### src/rtl/lc3_wb_scheduler.sv
// LC3 register-file writeback scheduler: in-order pipeline write queue plus host
// write requester sharing one registered write port, with sr1/sr2 hazard flags.
module lc3_wb_scheduler #(
  parameter int DEPTH = 4
) (
  input  logic                     i_clock,
  input  logic                     i_reset_n,
  input  logic                     i_enable_writeback,
  input  logic [1:0]               i_W_Control_in,
  input  logic [15:0]              i_aluout,
  input  logic [15:0]              i_memout,
  input  logic [15:0]              i_pcout,
  input  logic [15:0]              i_npc_in,
  input  logic [2:0]               i_dr,
  output logic                     o_wb_ready,
  input  logic                     i_flush,
  input  logic                     i_host_req,
  input  logic [2:0]               i_host_dr,
  input  logic [15:0]              i_host_data,
  output logic                     o_host_gnt,
  input  logic [2:0]               i_sr1,
  input  logic [2:0]               i_sr2,
  output logic                     o_sr1_busy,
  output logic                     o_sr2_busy,
  output logic                     o_rf_we,
  output logic [2:0]               o_rf_waddr,
  output logic [15:0]              o_rf_wdata,
  output logic [$clog2(DEPTH):0]   o_wb_count
);
  localparam int AW = $clog2(DEPTH);

  logic [2:0]    r_q_dr   [DEPTH];
  logic [15:0]   r_q_data [DEPTH];
  logic [AW-1:0] r_wptr, r_rptr;
  logic [AW:0]   r_count;
  logic          r_rf_we, r_host_gnt, r_last_host;
  logic [2:0]    r_rf_waddr;
  logic [15:0]   r_rf_wdata;

  logic          w_wb_ready, w_push, w_q_cand, w_h_cand, w_gnt_q, w_gnt_h;
  logic [15:0]   w_sel_data;
  logic [AW-1:0] w_off [DEPTH];
  logic [DEPTH-1:0] w_live;
  logic          w_sr1_busy, w_sr2_busy;

  // Data is chosen at accept time so later changes on the buses do not matter.
  always_comb begin
    w_sel_data = i_aluout;
    case (i_W_Control_in)
      2'd1:    w_sel_data = i_memout;
      2'd2:    w_sel_data = i_pcout;
      2'd3:    w_sel_data = i_npc_in;
      default: w_sel_data = i_aluout;
    endcase
  end

  assign w_wb_ready = (r_count < (AW+1)'(DEPTH));
  assign w_push     = i_enable_writeback & w_wb_ready & ~i_flush;
  // A flush hides the queue from arbitration so only the host can issue.
  assign w_q_cand   = (r_count != '0) & ~i_flush;
  assign w_h_cand   = i_host_req & ~r_host_gnt;
  assign w_gnt_q    = w_q_cand & (~w_h_cand | r_last_host);
  assign w_gnt_h    = w_h_cand & ~w_gnt_q;

  always_ff @(posedge i_clock) begin
    if (w_push) begin
      r_q_dr[r_wptr]   <= i_dr;
      r_q_data[r_wptr] <= w_sel_data;
    end
  end

  always_ff @(posedge i_clock or negedge i_reset_n) begin
    if (!i_reset_n) begin
      r_wptr  <= '0;
      r_rptr  <= '0;
      r_count <= '0;
    end else if (i_flush) begin
      r_wptr  <= '0;
      r_rptr  <= '0;
      r_count <= '0;
    end else begin
      if (w_push)  r_wptr <= r_wptr + AW'(1);
      if (w_gnt_q) r_rptr <= r_rptr + AW'(1);
      r_count <= r_count + (AW+1)'(w_push) - (AW+1)'(w_gnt_q);
    end
  end

  // last_grant follows every grant; it only decides ties.
  always_ff @(posedge i_clock or negedge i_reset_n) begin
    if (!i_reset_n) begin
      r_rf_we     <= 1'b0;
      r_host_gnt  <= 1'b0;
      r_last_host <= 1'b1;
      r_rf_waddr  <= '0;
      r_rf_wdata  <= '0;
    end else begin
      r_rf_we    <= w_gnt_q | w_gnt_h;
      r_host_gnt <= w_gnt_h;
      if (w_gnt_q) begin
        r_rf_waddr  <= r_q_dr[r_rptr];
        r_rf_wdata  <= r_q_data[r_rptr];
        r_last_host <= 1'b0;
      end else if (w_gnt_h) begin
        r_rf_waddr  <= i_host_dr;
        r_rf_wdata  <= i_host_data;
        r_last_host <= 1'b1;
      end
    end
  end

  always_comb begin
    for (int i = 0; i < DEPTH; i++) begin
      w_off[i]  = AW'(i) - r_rptr;
      w_live[i] = ({1'b0, w_off[i]} < r_count);
    end
  end

  // Hazard covers queued entries plus the write sitting in the output stage.
  always_comb begin
    w_sr1_busy = r_rf_we && (r_rf_waddr == i_sr1);
    w_sr2_busy = r_rf_we && (r_rf_waddr == i_sr2);
    for (int i = 0; i < DEPTH; i++) begin
      if (w_live[i] && (r_q_dr[i] == i_sr1)) w_sr1_busy = 1'b1;
      if (w_live[i] && (r_q_dr[i] == i_sr2)) w_sr2_busy = 1'b1;
    end
  end

  assign o_wb_ready = w_wb_ready;
  assign o_wb_count = r_count;
  assign o_host_gnt = r_host_gnt;
  assign o_rf_we    = r_rf_we;
  assign o_rf_waddr = r_rf_waddr;
  assign o_rf_wdata = r_rf_wdata;
  assign o_sr1_busy = w_sr1_busy;
  assign o_sr2_busy = w_sr2_busy;
endmodule

### config.mk
export PLATFORM = sky130hd
export DESIGN_NAME = lc3_wb_scheduler
export DESIGN_NICKNAME = d
export VERILOG_FILES = /design/src/rtl/lc3_wb_scheduler.sv
export SDC_FILE = /design/constraint.sdc
export NUM_CORES = 1
export LEC_CHECK = 0
export CORE_MARGIN = 2
export CORE_UTILIZATION = 50
export CTS_CLUSTER_DIAMETER = 100
export DETAILED_ROUTE_END_ITERATION = 10
export PLACE_DENSITY = 0.81
export SLEW_MARGIN = 10
export SYNTH_ARGS = -nofsm -noshare
export SYNTH_HDL_FRONTEND = slang
export SYNTH_SLANG_ARGS = --single-unit
### constraint.sdc
create_clock -name i_clock -period 2.6 [get_ports i_clock]
set_input_delay 0.39 -clock i_clock [delete_from_list [all_inputs] [get_ports i_clock]]
set_output_delay 0.39 -clock i_clock [all_outputs]
set_load 0.02 [all_outputs]
# --- Yosys cells after proc, flatten, opt, wreduce, memory -nomap -nowiden ---
# Memory sizes are Yosys's and may differ from the RTL's.
# Index checks and enable logic that the tools add are counted.
# W data, S select, Z words.
op_classes:
  mux: 22
  add_sub_neg: 8
  bitwise_logic: 12
  eq_ne: 13
  magnitude_cmp: 5
  reduce_logical: 14
ops:
  columns: ["op", "n"]
  rows:
  - ["$pmux W16 S3", 1]
  - ["$mux W16", 2]
  - ["$eq A3 B3 Y1", 10]
  - ["$lt A2 B3 Y1", 4]
  - ["$mux W1", 12]
  - ["$logic_and A1 B1 Y1", 10]
  - ["$mux W3", 3]
  - ["$mux W2", 4]
  - ["$and A1 B1 Y1", 6]
  - ["$reduce_bool A2 Y1", 3]
  - ["$add A2 B1 Y2 const B", 2]
  - ["$eq A2 B2 Y1 const B", 2]
  - ["$not A1 Y1", 4]
  - ["$sub A1 B2 Y2 const A", 2]
  - ["$sub A2 B2 Y2 const A", 2]
  - ["$add A3 B1 Y3", 1]
  - ["$lt A3 B3 Y1 const B", 1]
  - ["$reduce_bool A3 Y1", 1]
  - ["$sub A3 B1 Y3", 1]
  - ["$eq A2 B1 Y1 const B", 1]
  - ["$or A1 B1 Y1", 2]
word_totals:
  mem_bits_rw: 76
  ff_bits: 29
  memories: 2
  inputBits: 99
mem_list:
  columns: ["memory", "words", "width", "read_ports", "rd_clocked_by_memory_dff", "wr", "line", "rtl"]
  rows:
  - ["r_q_data", 4, 16, 1, 0, 1, "33", "logic [15:0] r_q_data [DEPTH];"]
  - ["r_q_dr", 4, 3, 5, 0, 1, "32", "logic [2:0] r_q_dr [DEPTH];"]

# --- Longest topological paths before layout ---
# Gate-level depths: netlist (run 1).
logic_depth:
  depth_word: 9
  mapped_depth: 11
  ltp_nobuf: 10

# --- Least setup slack after synthesis (run 1) ---
# Ideal clock, no wire load.
synth_timing:
  path_type: "flip-flop to flip-flop"
  from: "register r_count[2] (netlist: o_wb_count[2])"
  to: "register r_count[2] (netlist: o_wb_count[2])"
  setup_time_ns: 0.119
  n_path_buf: 1
  stages_incl_launch_ff: 12
  setup_slack_ns: 0.325
  period_less_slack_ns: 2.275
  arrival_ns: 2.156
  required_ns: 2.481
  path_cell_list: "dfrtp_1 -> nor3_2 -> or3_1 -> buf_6 -> nor2_4 -> a21o_1 -> ha_1 -> inv_1 -> fa_1 -> xnor2_1 -> xnor2_1 -> nor2_1"
synth_between:
  elab_chain_len: 6
  word_cells_on_any_way: 9
  cone_classes: "add/sub: 2; order compare: 1; mux: 1; bitwise: 4; reduce/logical: 1"
synth_rtl:
  columns: ["element", "line", "rtl"]
  rows:
  - ["from (decl)", "35", "logic [AW:0] r_count;"]
  - ["from (signal assigned)", "84", "r_count <= r_count + (AW+1)'(w_push) - (AW+1)'(w_gnt_q);"]
  - ["$lt A3 B3 Y1", "57", "assign w_wb_ready = (r_count < (AW+1)'(DEPTH));"]
  - ["$and A1 B1 Y1 (2 in a row)", "58", "assign w_push = i_enable_writeback & w_wb_ready & ~i_flush;"]
  - ["$add A3 B1 Y3", "84", null]
  - ["$sub A3 B1 Y3 (*)", "84", null]
  - ["$mux W3 (*)", "77", "end else if (i_flush) begin"]
# Mark *: on every way between the ends. The rest lies on a longest branch, timed or not.
# A chain may end at the register's enable or synchronous reset.

# --- Worst setup path in the final report (run 1) ---
layout_timing:
  from: "register r_rptr[0]"
  to: "output port o_sr2_busy"
layout_between:
  elab_chain_len: 7
  word_cells_on_any_way: 16
  cone_classes: "add/sub: 4; order compare: 4; mux: 4; reduce/logical: 4"
layout_rtl:
  columns: ["element", "line", "rtl"]
  rows:
  - ["from (decl)", "34", "logic [AW-1:0] r_wptr, r_rptr;"]
  - ["from (signal assigned)", "83", "if (w_gnt_q) r_rptr <= r_rptr + AW'(1);"]
  - ["$sub A1 B2 Y2", "113", "w_off[i] = AW'(i) - r_rptr;"]
  - ["$lt A2 B3 Y1", "114", "w_live[i] = ({1'b0, w_off[i]} < r_count);"]
  - ["$logic_and A1 B1 Y1", "124", "if (w_live[i] && (r_q_dr[i] == i_sr2)) w_sr2_busy = 1'b1;"]
  - ["$mux W1 (3 in a row)", "124", null]
  - ["$mux W1 (*)", "124", null]
  - ["to (decl)", "24", "output logic o_sr2_busy,"]
# Marked as above.

==> metrics.txt, run 1 <==
row count=36; final setup fails=0; total CTS buffers=9; I/O pin count=126; crit start category=register; Final Hold Fails=0; Critical R2R Capture=o_wb_count[2]; clock insertion delay at the later pin of the skew report=0.37 ns; Slew Viols, Final=0; first-pass GRT wire length=16600 um; 1st-iter DRT viols=129; CP Class=register to output pin; cell area after synthesis=5080 sq um; TritonRoute pass-1 iters=4; Port Buf Inserts=125; Relative slew margins=a little under three fifths; ant diodes=0; status=finished, final reports clean; worst vdd ir=approximately 0.36 mV; largest net degree at the start of global routing=30; Yosys cell types=39; Max clock buf depth=2; WL final=roughly 10000 um; number of synthesized register bits=105; Post-Route Setup TNS=0 ns; clock skew=0.0168 ns; power density over the cells=about 840 nW/um^2; CP max stage delay=0.46 ns; Inst Count DP=575; Clock Sinks=105; period utilization=91.8%; post-synthesis sequential area ratio=59.2%; Detail Route Antenna Nets=0; R2R depth=11; clk root buf=clkbuf_8; RSZ-0062 raised after global routing=no; P&R area growth vs syn=32.4%; CTS tree=built; antenna violations before repair=0; Final Instance Area=6730 sq um; Layout Cells excl Fill=591; core area=a little under 10000 sq um; clock share of power=18.9%; Period minus WS final=2.39 ns; area post-placement=6510 sq um; gr ovfl total=0; Worst-path clk slew=0.11 ns; syn nets=429; part of the power in registers=40.5%; Hold Path Class=input pin to async pin; nets=562; number of fillers in the final layout=between 700 and 800; worst r2r src=r_last_host; DIE WIDTH=approximately 100 um; crit path max-delay cell type=dfrtp_1; CP Capture Type=output pin; setup slack after layout=0.214 ns; post-DP HPWL=7670 um; Die Height=roughly 100 um; Max Cap Viol=0; Post-synth EDFFs=between 70 and 80; Post-Synthesis Cells=320; switching share of power=33.9%; # H-tree levels=3; GRT Resource Usage Total=19.8%; WL/cell=approximately 18 um; CP Max Fanout=5; routed vias/inst=roughly 5.4; Total Power=about 0.0056 W; Post-synth ARST share=27.6%; cell chain of the critical path=xnor2_2 > inv_1 > ha_1 > a21oi_1 > o2111ai_1 > nand4_1 > clkbuf_2; syn avg cell area=15.9 sq um; flop2flop setup slack=about 0.22 ns; number of remaining DRC errors=0; die area=11000 sq um; commonest cells after routing, fill and taps aside=123 x clkdlybuf4s50_1, 76 x edfxtp_1, 33 x mux4_2; Gate power share=around two fifths; layout cells sized above 1=16.8%; leakage power=between 2 and 2.5 nW; gp weighted congestion=0.885; Data required, critical path=2.21 ns; fmax=419 MHz; Most used DFF post-synth=edfxtp_1; yosys warns=0; Worst Path Arrival=2.00 ns; Slew @ Worst Pin=0.657 ns; Placement Setup Slack=-0.178 ns; via count=3187; Initial Utilization=slightly above 50%; Int Power=between 0.003 and 0.004 W; Net Sw Power=about 0.0019 W; vias in the first global route=3297; commonest non-fill, non-tap cell in the layout=clkdlybuf4s50_1
## stage by stage
stage / utilization (%) / hold slack [ns]
floorplan: - / 0.0944
global placement: 66.3 / 0.457
detailed placement: 66.3 / 0.465
CTS: 68.6 / 0.406
global route: 68.5 / 0.442
finish: 68.5 / 0.408
## logic make-up after synthesis
| group | Yosys count | share of synthesized area, % |
|---|---|---|
| and+or+nand+nor | 49 | 5.07 |
| DFF | 105 | 59.2 |
| muxes | 54 | 19.4 |
| adders and majority gates | 10 | 2.61 |
| xor gates and xnor gates | 34 | 5.86 |
| buffers and inverters | 32 | 3.77 |
| AOI/OAI and AO/OA | 36 | 4.06 |
## how the worst max path moves through the flow
| stage | cells after the start | start | to | slack [ns] |
|---|---|---|---|---|
| 2_1_floorplan | 11 | o_wb_count[2] | o_wb_count[2] | 0.32 |
| 3_3_place_gp | 12 | i_host_req | o_wb_count[2] | -0.15 |
| 3_5_place_dp | 12 | i_host_req | o_wb_count[2] | -0.18 |
| 4_1_cts | 7 | r_rptr[0] | o_sr1_busy | 0.05 |
| 5_1_grt | 7 | r_rptr[0] | o_sr1_busy | 0.06 |
| 6_report | 7 | r_rptr[0] | o_sr2_busy | 0.21 |
## synthesized netlist by cell type, types with 2 or more instances
cell	n	area [sq um]
edfxtp_1	76	2280
mux4_2	33	743
dfrtp_1	28	701
xnor2_1	28	245
nand2_1	20	75.1
mux2i_1	19	190
o21ai_1	14	70.1
buf_2	10	50.1
ha_1	9	113
o21ai_0	9	45.0
inv_1	8	30.0
nor2_1	6	22.5
xor2_1	6	52.6
a21oi_1	5	25.0
and2_1	4	25.0
buf_4	4	30.0
clkbuf_2	4	20.0
nand4_1	4	25.0
o2111ai_1	4	35.0
buf_6	3	33.8
clkbuf_1	2	7.51
mux4_1	2	52.6
nand2b_1	2	12.5
nor2b_1	2	12.5
nor3_1	2	10.0
nor3_2	2	20.0
or3_1	2	12.5
## power groups by stage
stage	clock [W]	combinational (W)	sequential (W)
2_1_floorplan	0	0.00121	0.00251
3_3_place_gp	0	0.00226	0.00230
3_5_place_dp	0	0.00231	0.00232
4_1_cts	0.00110	0.00231	0.00228
5_1_grt	0.00117	0.00246	0.00231
6_report	0.00107	0.00228	0.00228
## timing repair
item / in CTS / in global routing
endpoints found under the setup margin: 2 / 2
gates resized for setup: 5 / 4
setup buffers: 0 / 0
hold buffers: 0 / 0
hold endpoints to repair: 0 / 0
pin swaps: 0 / 0
## state kept, by name (all words and copies together) (netlist names)
| register | flops |
|---|---|
| r_wptr | 2 |
| o_rf_wdata | 16 |
| r_last_host | 1 |
| o_rf_waddr | 3 |
| o_host_gnt | 1 |
| o_rf_we | 1 |
| o_wb_count | 3 |
| r_rptr | 2 |
| r_q_data | 64 |
| r_q_dr | 12 |
## layout make-up
cell class	count	area, sq um	area share, %
clock buffers	9	124	1.84
clock inverters	7	92.6	1.38
inverters	8	30.0	0.446
multi-input cells	183	1890	28.2
flip-flops and latches	105	3010	44.7
well taps	133	166	2.47
repair buffers	146	1410	21.0
## worst max-delay path: cells and delay by family, from the launching register on
family	cells	cell delay (ns)
buffers and inverters	2	0.23
AND/OR/NAND/NOR	1	0.11
XOR/XNOR	1	0.23
flip-flops	1	0.46
AO/OA/AOI/OAI	2	0.34
adder cells (fa/ha/maj)	1	0.26
## metal layers
layer / vias up / wire (um) / share of wire [%] / GRT usage [%]
met4: 0 / 142 / 1.4 / 6.76
met3: 12 / 743 / 7.1 / 4.37
li1: 1482 / - / - / -
met5: - / 0 / 0 / 0
met1: 1560 / 4170 / 40 / 24.7
met2: 133 / 5380 / 52 / 34.1
No activity file was read; power rests on OpenSTA's default activity.
==> run 2, diff against run 1 <==
SLEW_MARGIN = 20   (was 10)
==> results of run 2 <==
No change in the layout: final DEF, timing and power equal those of run 1.
==> run 3, diff against run 2 <==
CORE_UTILIZATION = 53   (was 50)
CTS_CLUSTER_SIZE = 10   (was default)
PLACE_DENSITY = 0.85   (was 0.81)
clock period = 2.95 ns   (was 2.6 ns; I/O delays follow)
==> run 3 against run 2 <==
Power decreased by 11%. Final area decreased by 0.69%. Wire length increased by 0.27%. Setup slack improved by 0.11 ns. Clock skew decreased by 0.0085 ns. Final cell count decreased by 1.9%. Critical path type unchanged. Clock power decreased by 9%. Largest power group unchanged.
==> metrics.txt, run 3 (same netlist as run 1, synthesis figures left out) <==
RSZ-0062 raised after global routing=no; R2R depth=10 (-1); ant diodes=0 (unchanged); clock skew=0.00827 ns (-0.00853 ns); power density over the cells=747 nW/um^2 (-11%); fin util=72.0% (+3.5 points); Port Buf Inserts=125 (unchanged); Detail Route Antenna Nets=0 (unchanged); final setup fails=0 (unchanged); Clock Sinks=105 (unchanged); CP Max Fanout=4 (-1); die area=10400 sq um (-5.4%); Die Height=102 um (-2.8%); crit path max-delay cell type=dfrtp_1; Data required, critical path=2.51 ns (+0.30 ns); gp weighted congestion=0.799 (-9.7%); 1st-iter DRT viols=130 (+0.78%); crit start category=register; worst vdd ir=0.335 mV (-8.1%); max FFs per register=64 (unchanged); largest reg by FF count=r_q_data; Storage cell area=3010 sq um (unchanged); antenna violations before repair=0 (unchanged); period utilization=89.2%; DIE WIDTH=102 um (-2.8%); Total Power=0.00499 W (-11%); fmax=380 MHz; Post-Route Setup TNS=0 ns (unchanged); layout cells sized above 1=15.1% (-1.7 points); first-pass GRT wire length=16800 um (+1.6%); gr ovfl total=0 (unchanged); # H-tree levels=3 (unchanged); CP max stage delay=0.37 ns (-0.09 ns); status=finished, final reports clean; GRT Resource Usage Total=21.8% (+2.0 points); leakage power=2.41 nW (-0.76%); row count=35 (-2.8%); CP Capture Type=output pin; total CTS buffers=9 (unchanged); WL/cell=18.0 um (+2.2%); Worst Path Arrival=2.19 ns (+0.19 ns); clk root buf=clkbuf_8; core area=9280 sq um (-5.5%); number of fillers in the final layout=635 (-9.4%); post-DP HPWL=7830 um (+2.1%); Max Cap Viol=0 (unchanged); CP Class=register to output pin; TritonRoute pass-1 iters=4 (unchanged); WL final=10500 um (+0.27%); Slew @ Worst Pin=0.799 ns (+0.142 ns); commonest cells after routing, fill and taps aside=123 x clkdlybuf4s50_1, 76 x edfxtp_1, 33 x mux4_2; Initial Utilization=54.7% (+3.0 points); Relative slew margins=46.5% (-9.5 points); Final Hold Fails=0 (unchanged); CTS tree=built; multi-input logic area=1890 sq um (unchanged); nets=555 (-1.2%); Slew Viols, Final=0 (unchanged); Max clock buf depth=2 (unchanged); Worst-path clk slew=0.10 ns (about the same); total setup buffers inserted after CTS=0 (unchanged); P&R area growth vs syn=31.5%; cell chain of the critical path=inv_1 > ha_1 > a21boi_0 > o21ai_1 > a41oi_1 > nand4_1 > dlygate4sd2_1; Period minus WS final=2.63 ns; Hold Path Class=input pin to async pin; vias in the first global route=3450 (+4.6%); commonest non-fill, non-tap cell in the layout=clkdlybuf4s50_1; largest net degree at the start of global routing=30 (unchanged); I/O pin count=126 (unchanged); routed vias/inst=5.52 (+2.4%); CTS Hold Bufs=0 (unchanged); via count=3204 (+0.53%); number of remaining DRC errors=0 (unchanged); clock insertion delay at the later pin of the skew report=0.36 ns (about the same)
[run 3: changes by cell type in the layout (fill, tap and decap cells not counted), sizes merged]
cell	delta
buf	-7
clkbuf	-2
inv	-2
bufinv	+1
clkinvlp	+1
dlygate4sd2	+1
dlymetal6s2s	+1
[run 3: through the flow]
step | cell area, sq um | worst slack (ns) | std cells | hold slack (ns)
global route | 6680 | 0.151 | 580 | 0.492
finish | 6680 | 0.320 | 580 | 0.470
CTS | 6670 | 0.0191 | 580 | 0.470
detailed placement | 6440 | 0.0391 | 564 | 0.455
floorplan | 5080 | 0.667 | 320 | 0.147
global placement | 6440 | 0.137 | 564 | 0.452
[run 3: area by class of cell]
type / instances / area share, %
sequential: 105 / 45.0
tap: 129 / 2.42
clock inverter: 7 / 1.52
clock buffer: 9 / 1.85
timing repair buffer: 139 / 20.4
multi-input combinational: 183 / 28.4
inverter: 8 / 0.449
[run 3: power breakdown]
group          internal (W)  switching [W]  total (W)
clock              0.000487       0.000491   0.000978
sequential          0.00185       0.000168    0.00202
combinational      0.000994        0.00100    0.00200
[run 3: final timing paths]
kind	endpoint	start	slack, ns
max reg2reg	o_wb_count[2]	r_last_host	0.56
max	o_sr1_busy	o_wb_count[1]	0.32
min in group i_clock	r_last_host	r_last_host	0.47
min	o_rf_waddr[1]	i_reset_n	0.47
min reg2reg	r_last_host	r_last_host	0.47
max in group asynchronous	r_last_host	i_reset_n	2.16
[run 3: critical path, delay by kind of cell (launching register included)]
kind                       cells  cell delay [ns]
adders and majority gates      1             0.32
buffers and inverters          2             0.43
DFF                            1             0.37
and+or+nand+nor                1             0.09
AOI/OAI and AO/OA              3             0.63
[run 3: layer usage]
layer / share of wire, % / vias up / global-route usage [%]
li1: - / 1467 / -
met1: 40 / 1607 / 27.2
met2: 53 / 119 / 38.2
met3: 5.3 / 11 / 5.20
met4: 1.3 / 0 / 6.36
met5: 0 / - / 0
[run 3: repair_timing]
action,4_1_cts,5_1_grt
pin swaps,0,1
setup endpoints to repair,1,1
resized for setup,1,5
